File: config.mk
export PLATFORM = sky130hd
export DESIGN_NAME = rbz_spi_loader
export DESIGN_NICKNAME = d
export VERILOG_FILES = /design/src/rtl/rbz_loader_pkg.sv /design/src/rtl/rbz_sclk_div.sv /design/src/rtl/rbz_spi_loader.sv
export SDC_FILE = /design/constraint.sdc
export NUM_CORES = 1
export LEC_CHECK = 0
export ABC_CLOCK_PERIOD_IN_PS = 6300
export CAP_MARGIN = 0
export CORE_UTILIZATION = 50
export DETAILED_ROUTE_END_ITERATION = 7
export DONT_BUFFER_PORTS = 1
export HOLD_SLACK_MARGIN = 0.02
export SYNTH_ARGS = -nofsm -noshare
export SYNTH_HDL_FRONTEND = slang
export SYNTH_HIERARCHICAL = 1
export SYNTH_SLANG_ARGS = --single-unit
File: constraint.sdc
create_clock -name i_clk -period 6.3 [get_ports i_clk]
set_clock_uncertainty 0.05 [all_clocks]
set_input_delay 1.26 -clock i_clk [delete_from_list [all_inputs] [get_ports i_clk]]
set_output_delay 1.26 -clock i_clk [all_outputs]
set_load 0.02 [all_outputs]
File: src/rtl/rbz_loader_pkg.sv
// Shared types and widths for the raybox-zero SPI loader.
package rbz_loader_pkg;

  localparam int LEN_W = 7;

  typedef enum logic [1:0] {
    IDLE,
    SHIFT,
    HOLD,
    GAP
  } state_t;

  typedef enum logic {
    TGT_VEC = 1'b0,
    TGT_REG = 1'b1
  } tgt_t;

endpackage

File: src/rtl/rbz_sclk_div.sv
// SCLK phase divider: DIV-cycle counter whose wraps alternate between
// "rise" and "fall" ticks. Clearing restarts at the low half-period.
module rbz_sclk_div #(
  parameter int DIV = 2
) (
  input  logic i_clk,
  input  logic i_reset,
  input  logic i_clr,
  output logic o_rise,
  output logic o_fall
);

  localparam int CW = (DIV > 1) ? $clog2(DIV) : 1;

  logic [CW-1:0] cnt;
  logic          half;
  logic          wrap;

  assign wrap   = (cnt == CW'(DIV - 1));
  assign o_rise = wrap & ~half;
  assign o_fall = wrap & half;

  // Count DIV cycles per half-period; half tracks which edge comes next.
  always_ff @(posedge i_clk) begin
    if (i_reset || i_clr) begin
      cnt  <= '0;
      half <= 1'b0;
    end else if (wrap) begin
      cnt  <= '0;
      half <= ~half;
    end else begin
      cnt <= cnt + 1'b1;
    end
  end

endmodule

File: src/rtl/rbz_spi_loader.sv
// Round-robin SPI loader for the raybox-zero vector and register ports.
// Optional macro RBZ_LOADER_VSYNC_GATE_EN adds i_vsync; vector requests
// are then only accepted while it is high.
module rbz_spi_loader
  import rbz_loader_pkg::*;
#(
  parameter int DIV  = 2,
  parameter int MAXW = 80
) (
  input  logic             i_clk,
  input  logic             i_reset,
`ifdef RBZ_LOADER_VSYNC_GATE_EN
  input  logic             i_vsync,
`endif
  input  logic             i_vec_valid,
  output logic             o_vec_ready,
  input  logic [MAXW-1:0]  i_vec_data,
  input  logic [LEN_W-1:0] i_vec_len,
  input  logic             i_reg_valid,
  output logic             o_reg_ready,
  input  logic [MAXW-1:0]  i_reg_data,
  input  logic [LEN_W-1:0] i_reg_len,
  output logic             o_vec_csb,
  output logic             o_vec_sclk,
  output logic             o_vec_mosi,
  output logic             o_reg_csb,
  output logic             o_reg_sclk,
  output logic             o_reg_mosi,
  output logic             o_busy,
  output logic             o_done,
  output logic             o_done_tgt
);

  state_t           state;
  tgt_t             tgt, last;
  logic             csb, sclk, mosi;
  logic [MAXW-1:0]  shreg;
  logic [LEN_W-1:0] bits_left;

  logic             vec_ok, reg_ok, pick_reg, arb_en, load;
  logic             rise, fall, tick;
  logic [LEN_W-1:0] len_in, len_eff;
  logic [MAXW-1:0]  data_in, ljust;

  rbz_sclk_div #(.DIV(DIV)) u_div (
    .i_clk   (i_clk),
    .i_reset (i_reset),
    .i_clr   (load),
    .o_rise  (rise),
    .o_fall  (fall)
  );

  assign tick = rise | fall;

  // Request qualification, arbitration and payload left-justification.
  always_comb begin
`ifdef RBZ_LOADER_VSYNC_GATE_EN
    vec_ok = i_vec_valid & i_vsync;
`else
    vec_ok = i_vec_valid;
`endif
    reg_ok   = i_reg_valid;
    pick_reg = reg_ok && (!vec_ok || last == TGT_VEC);
    // Arbitrate in IDLE, or on the last GAP cycle so ready lands right as busy drops.
    arb_en   = ((state == IDLE) && !o_vec_ready && !o_reg_ready) ||
               ((state == GAP) && tick);
    load     = (state == IDLE) && (o_vec_ready || o_reg_ready);
    len_in   = (tgt == TGT_REG) ? i_reg_len : i_vec_len;
    data_in  = (tgt == TGT_REG) ? i_reg_data : i_vec_data;
    len_eff  = (len_in > LEN_W'(MAXW)) ? LEN_W'(MAXW) : len_in;
    ljust    = data_in << (LEN_W'(MAXW) - len_eff);
  end

  // Shared pins are steered to the selected port; tgt only changes while idle.
  assign o_vec_csb  = csb | (tgt == TGT_REG);
  assign o_vec_sclk = sclk & (tgt == TGT_VEC);
  assign o_vec_mosi = mosi & (tgt == TGT_VEC);
  assign o_reg_csb  = csb | (tgt == TGT_VEC);
  assign o_reg_sclk = sclk & (tgt == TGT_REG);
  assign o_reg_mosi = mosi & (tgt == TGT_REG);

  // Sequencer: accept/latch, shift MSB-first, hold, then inter-word gap.
  always_ff @(posedge i_clk) begin
    if (i_reset) begin
      state       <= IDLE;
      tgt         <= TGT_VEC;
      last        <= TGT_REG;
      csb         <= 1'b1;
      sclk        <= 1'b0;
      mosi        <= 1'b0;
      shreg       <= '0;
      bits_left   <= '0;
      o_vec_ready <= 1'b0;
      o_reg_ready <= 1'b0;
      o_busy      <= 1'b0;
      o_done      <= 1'b0;
      o_done_tgt  <= 1'b0;
    end else begin
      o_done      <= 1'b0;
      o_vec_ready <= 1'b0;
      o_reg_ready <= 1'b0;
      if (arb_en && (vec_ok || reg_ok)) begin
        if (pick_reg) begin
          o_reg_ready <= 1'b1;
          tgt         <= TGT_REG;
          last        <= TGT_REG;
        end else begin
          o_vec_ready <= 1'b1;
          tgt         <= TGT_VEC;
          last        <= TGT_VEC;
        end
      end
      case (state)
        IDLE: if (load) begin
          if (len_eff == '0) begin
            o_done     <= 1'b1;
            o_done_tgt <= tgt;
          end else begin
            state     <= SHIFT;
            o_busy    <= 1'b1;
            csb       <= 1'b0;
            mosi      <= ljust[MAXW-1];
            shreg     <= ljust << 1;
            bits_left <= len_eff;
          end
        end
        SHIFT: begin
          if (rise) begin
            sclk <= 1'b1;
          end else if (fall) begin
            sclk <= 1'b0;
            if (bits_left == LEN_W'(1)) begin
              state <= HOLD;
              mosi  <= 1'b0;
            end else begin
              mosi      <= shreg[MAXW-1];
              shreg     <= shreg << 1;
              bits_left <= bits_left - 1'b1;
            end
          end
        end
        HOLD: if (tick) begin
          csb        <= 1'b1;
          o_done     <= 1'b1;
          o_done_tgt <= tgt;
          state      <= GAP;
        end
        GAP: if (tick) begin
          o_busy <= 1'b0;
          state  <= IDLE;
        end
        default: state <= IDLE;
      endcase
    end
  end

endmodule
# --- After elaboration in Yosys (flattened, before gate mapping) ---
# Cells that the tools add are included.
totals:
  ff_bits: 101
  latchBits: 0
  mem_bits_rw: 0
  rom_bits: 0
  inputBits: 178
  output_inout_bits: 11
  word_cells: 124
  memories: 0
op_classes:
  addsub: 3
  n_mul: 0
  n_div: 0
  n_lt_le_gt_ge: 1
  eq_ne: 13
  shifts: 1
  n_mux: 49
  bitwise: 13
  n_reduce_logical: 29
op_table:
  columns: ["cell", "n"]
  rows:
  - ["$mux W80", 6]
  - ["$pmux W80 S2", 1]
  - ["$shl A80 B7 Y80", 1]
  - ["$mux W7", 7]
  - ["$mux W1", 21]
  - ["$mux W2", 7]
  - ["$ne A2 B2 Y1 const B", 7]
  - ["$pmux W7 S2", 1]
  - ["$reduce_and A4 Y1", 3]
  - ["$pmux W1 S2", 5]
  - ["$pmux W2 S4", 1]
  - ["$reduce_bool A2 Y1", 4]
  - ["$eq A7 B1 Y1 const B", 1]
  - ["$gt A7 B7 Y1 const B", 1]
  - ["$logic_not A7 Y1", 1]
  - ["$reduce_and A7 Y1", 1]
  - ["$sub A7 B1 Y7 const B", 1]
  - ["$sub A7 B7 Y7 const A", 1]
  - ["$and A1 B1 Y1", 6]
  - ["$logic_and A1 B1 Y1", 6]
  - ["$reduce_and A6 Y1", 1]
  - ["$logic_or A1 B1 Y1", 5]
  - ["$reduce_and A5 Y1", 1]
  - ["$eq A2 B2 Y1 const B", 2]
  - ["9 further kinds", 18]

# --- Longest topological paths before layout ---
depth:
  depth_word: 8
  depth_mapped: 22
  mapped_depth_nobuf: 13

# --- Hierarchy ---
# Netlist, hierarchy kept.
by_module_without_submodules:
  columns: ["module", "instances", "cells_each", "area_each_um2", "seq_area_each_um2"]
  rows:
  - ["rbz_spi_loader", 1, 1442, 11666.2, 1961.9]
  - ["rbz_sclk_div", 1, 7, 77.6, 40.0]

# --- Worst setup path after synthesis ---
# OpenSTA, ideal clock, no wires.
synth_timing:
  path_kind: "input to register"
  start: "input i_reg_len[5]"
  end: "register shreg[77]"
  setup_time_ps: 146
  arrival_ps: 5335
  required_ps: 6104
  setup_slack_ps: 769
  cell_stages: 19
  n_path_buf: 8
  cell_sequence: "and3_4 > or2_1 > buf_2 > nor3_4 > inv_2 > buf_6 > buf_6 > buf_2 > ha_1 > clkbuf_1 > inv_1 > buf_2 > buf_1 > clkbuf_1 > mux4_2 > nand2_1 > o21ai_0 > a2111oi_0 > a221oi_2"
synth_via:
  elab_chain_len: 8
  elab_cells_between_ends: 11
  classes_between: "add/sub: 1; order compare: 1; eq/ne: 1; shift: 1; mux: 5; reduce/logical: 2"
synth_rtl:
  columns: ["element", "line_no", "text"]
  rows:
  - ["start: declaration", "rbz_spi_loader.sv:22", "input logic [LEN_W-1:0] i_reg_len,"]
  - ["$mux W7 *", "rbz_spi_loader.sv:68", "len_in = (tgt == TGT_REG) ? i_reg_len : i_vec_len;"]
  - ["$gt A7 B7 Y1", "rbz_spi_loader.sv:70", "len_eff = (len_in > LEN_W'(MAXW)) ? LEN_W'(MAXW) : len_in;"]
  - ["$mux W7 *", "rbz_spi_loader.sv:70", null]
  - ["$sub A7 B7 Y7", "rbz_spi_loader.sv:71", "ljust = data_in << (LEN_W'(MAXW) - len_eff);"]
  - ["$shl A80 B7 Y80", "rbz_spi_loader.sv:71", null]
  - ["$mux W80", "rbz_spi_loader.sv:115", "if (len_eff == '0) begin"]
  - ["$mux W80", "rbz_spi_loader.sv:114", "IDLE: if (load) begin"]
  - ["$pmux W80 S2", "rbz_spi_loader.sv:113", "case (state)"]
  - ["end signal: assignment", "rbz_spi_loader.sv:123", "shreg <= ljust << 1;"]
  - ["end signal: assignment", "rbz_spi_loader.sv:137", "shreg <= shreg << 1;"]
  - ["end: declaration", "rbz_spi_loader.sv:37", "logic [MAXW-1:0] shreg;"]
# Every way passes the cells marked *; elsewhere a longest branch is shown, timed or not. The select of a mux whose other input is x is not followed.
# A chain may end at the register's enable or synchronous reset.

# --- Final worst setup path ---
layout_timing:
  start: "input i_reg_len[0]"
  end: "register shreg[59]"
# Same word-level chain as after synthesis.

==> metrics.yaml <==
cts_hold_buf: 0
dp_cells: 1653
via_per_inst: 7.16
synth_cell_types: 82
slowest_delay_ns: 0.61
syn_inst: 1449
grt_max_degree: 99
synth_top_area_cell: "dfxtp_1"
clock.fmax_mhz: 198
drv_slew: 0
critPathLaunchType: "input pin"
synth_nets: 1634
wl_met3_um: 3840
ios: 189
end_kind: "flop"
ctsResizeCount: 0
grt_pass1_wl_um: 67800
maxCapViolCount: 0
gp_routability_congestion: 1.03
design_power_total_uw: 7060
grt_use_total: 0.368
hold_path_class: "flop to flop"
fin_util: 0.530
start_util: 0.514
highest_layer: "met4"
synth_area_leaders: "dfxtp_1 (17%), mux2i_1 (16%), mux4_2 (11%), mux2_2 (5.0%), nand2_1 (4.6%)"
syn_to_final_growth_pct: 3.10
path_cells: "nor4b_1, o21a_1, o21ai_0, ha_2, or4_1, nand2_2, buf_12, mux2i_1, mux2i_1, o2bb2ai_1, nor3_1, a211o_1"
yosysWarnings: 6
synth_top_flop_cell: "dfxtp_1"
rsz0062_at_grt: "no"
r2r_slack_ns: 1.56
synth_area_um2: 11700
synth_seq_area_share: 0.170
maxSlewHeadroom: 0.207
cts_buffers: 9
syn_avg_cell_area_um2: 8.10
synth-edff-count: 0
core-area_um2: 22800
cp_common_cell: "mux2i_1"
drt_first_iter_violations: 1580
ant_nets: 0
cts_htree_levels: 3
reg2regPathDepth: 10
min_path_cells: 2
portBuffers: 0
overflow: 0
cp_top_family: "simple AND/OR/NAND/NOR gates"
cts_buffer_depth: 2
status: "complete, no violations"
drc: 0
die_y_um: 155
worstMarginPinSlew_ns: 1.17
min_period_ns: 5.05
tns_ns: 0
fill_cells: 2281
synth_most_common_cell: "mux2i_1"
fin_crit_sh: 0.801
vias: 11953
critPathMaxFanout: 59
arrival_ns: 5.24
fp.dieW_um: 155
ys_ff_latch: 100
finalHoldViolCount: 0
totalWireLength_um: 44600
insertedDiodeCount: 0
dp_hpwl_um: 33200
crit_path_top_delay_cell: "mux2i_1"
async_reset_ff_frac: 0
first_pass_iters: 5
required_ns: 6.49
multi_input_area_um2: 8990
synthTopCellsByCount: "mux2i_1 (190), nand2_1 (145), nor2_1 (114)"
seq_area_um2: 2010
drive_above_1_share: 0.144
reg2reg_from: "tgt$_SDFFE_PP0P_"
insertion_delay_ns: 0.36
p_per_area_nw_per_um2: 583
wirelength_met1_um: 20100
grt_pass1_vias: 10893
post_drt_wl_per_cell_um: 26.7
p_leak_uw: 0.00450
die-area_um2: 24100
min_from: "shreg[4]$_SDFFE_PP0P_"
clk_pin_slew_ns: 0.07
cts_tree: "done"
criticalPathCategory: "input pin to flop"
rows: 55
layout.cells.non_filler: 1669
critPathBufInv: 1
grt_antenna_before_repair: 0
ir_drop_mv: 0.327
postCtsSetupBuffers: 0
nets: 1536
route.met2.wl_um: 19500
netlist.area_leader.share: 0.170
setup_viol: 0
clock-sinks: 100
worstReg2RegEnd: "shreg[31]$_SDFFE_PP0P_"
root_buffer: "clkbuf_16"
hold_end: "shreg[4]$_SDFFE_PP0P_"
[routing by layer]
metal | GRT usage | vias up
met1 | 0.546 | 5794
met2 | 0.556 | 678
met5 | 0 | -
li1 | - | 5408
met3 | 0.0440 | 73
met4 | 0.107 | 0
[cell families (layout without fill, tap and decap cells)]
logic type / count (synthesis) / in the layout / synth area share
compound gates: 423 / 423 / 0.255
xor+xnor: 1 / 1 / 0.000746
fa+ha+maj: 7 / 7 / 0.00746
buf+inv: 177 / 84 / 0.0672
flops: 100 / 100 / 0.170
mux: 303 / 303 / 0.326
simple gates: 438 / 438 / 0.172
[tightest hold or removal path: stages, from the launching register on]
cell	delay, ns
dfxtp_1	0.31
nand2_1	0.05
a31oi_1	0.06
[stage by stage]
stage	setup slack [ns]	hold slack [ns]	area, um^2
2_1_floorplan	0.769	0.385	11700
3_3_place_gp	1.13	0.395	11800
3_5_place_dp	1.00	0.397	11800
4_1_cts	1.36	0.407	12100
5_1_grt	1.15	0.426	12100
6_report	1.25	0.414	12100
[layout make-up]
cell class / instances / area share
clock buffers: 10 / 0.0189
clock inverters: 6 / 0.00475
inverters: 30 / 0.00940
multi-input cells: 1172 / 0.742
flip-flops and latches: 100 / 0.166
well taps: 313 / 0.0323
repair buffers: 38 / 0.0267
[state kept, by name (all words and copies together), names as in the netlist]
name / count
shreg: 79
bits_left: 7
state: 2
csb: 1
last: 1
mosi: 1
o_busy: 1
o_done: 1
o_done_tgt: 1
o_reg_ready: 1
o_vec_ready: 1
sclk: 1
tgt: 1
u_div/cnt: 1
u_div/half: 1
[how the worst max path moves through the flow]
stage                 startpoint  depth (start not counted)  slack, ns                      to
finish              i_reg_len[0]                         12       1.25  shreg[59]$_SDFFE_PP0P_
global route        i_reg_len[0]                         12       1.15  shreg[31]$_SDFFE_PP0P_
CTS                 i_reg_len[0]                         12       1.36  shreg[59]$_SDFFE_PP0P_
detailed placement  i_reg_len[0]                         12        1.0  shreg[31]$_SDFFE_PP0P_
global placement    i_reg_len[0]                         12       1.13  shreg[31]$_SDFFE_PP0P_
floorplan           i_reg_len[5]                         19       0.77  shreg[77]$_SDFFE_PP0P_
[power breakdown]
group          switching (uW)  internal, uW
clock                     282           277
combinational            3500          1910
sequential                188           903
[layout by cell type (no fill, tap or decap), types with 5 or more instances in the layout]
| cell type | synthesis | routed |
|---|---|---|
| nor2_1 | 114 | 113 |
| o32ai_1 | 18 | 18 |
| nor2b_1 | 11 | 11 |
| mux2_2 | 52 | 52 |
| o31a_1 | 14 | 14 |
| o2bb2ai_1 | 7 | 7 |
| a221o_1 | 6 | 6 |
| a2111oi_0 | 6 | 6 |
| nand2_1 | 145 | 143 |
| a31oi_1 | 25 | 25 |
| dfxtp_1 | 100 | 99 |
| o21ai_0 | 49 | 49 |
| a211oi_1 | 36 | 36 |
| and2_1 | 15 | 14 |
| a22oi_1 | 17 | 17 |
| nor3_1 | 51 | 50 |
| mux4_2 | 57 | 57 |
| o41ai_1 | 7 | 7 |
| or2_2 | 4 | 5 |
| a2bb2oi_1 | 5 | 5 |
| o31ai_1 | 19 | 19 |
| ha_1 | 7 | 5 |
| nor4_1 | 5 | 5 |
| a21oi_1 | 88 | 88 |
| o221ai_1 | 6 | 6 |
| mux2i_1 | 190 | 189 |
| inv_1 | 28 | 27 |
| o211ai_1 | 19 | 19 |
| a221oi_1 | 33 | 33 |
| and3_1 | 23 | 23 |
| or3_1 | 7 | 7 |
| a21o_1 | 5 | 5 |
| clkbuf_16 | 0 | 9 |
| o22ai_1 | 18 | 18 |
| buf_4 | 7 | 35 |
| nand3_1 | 37 | 37 |
Power figures use the tool's default switching activity.
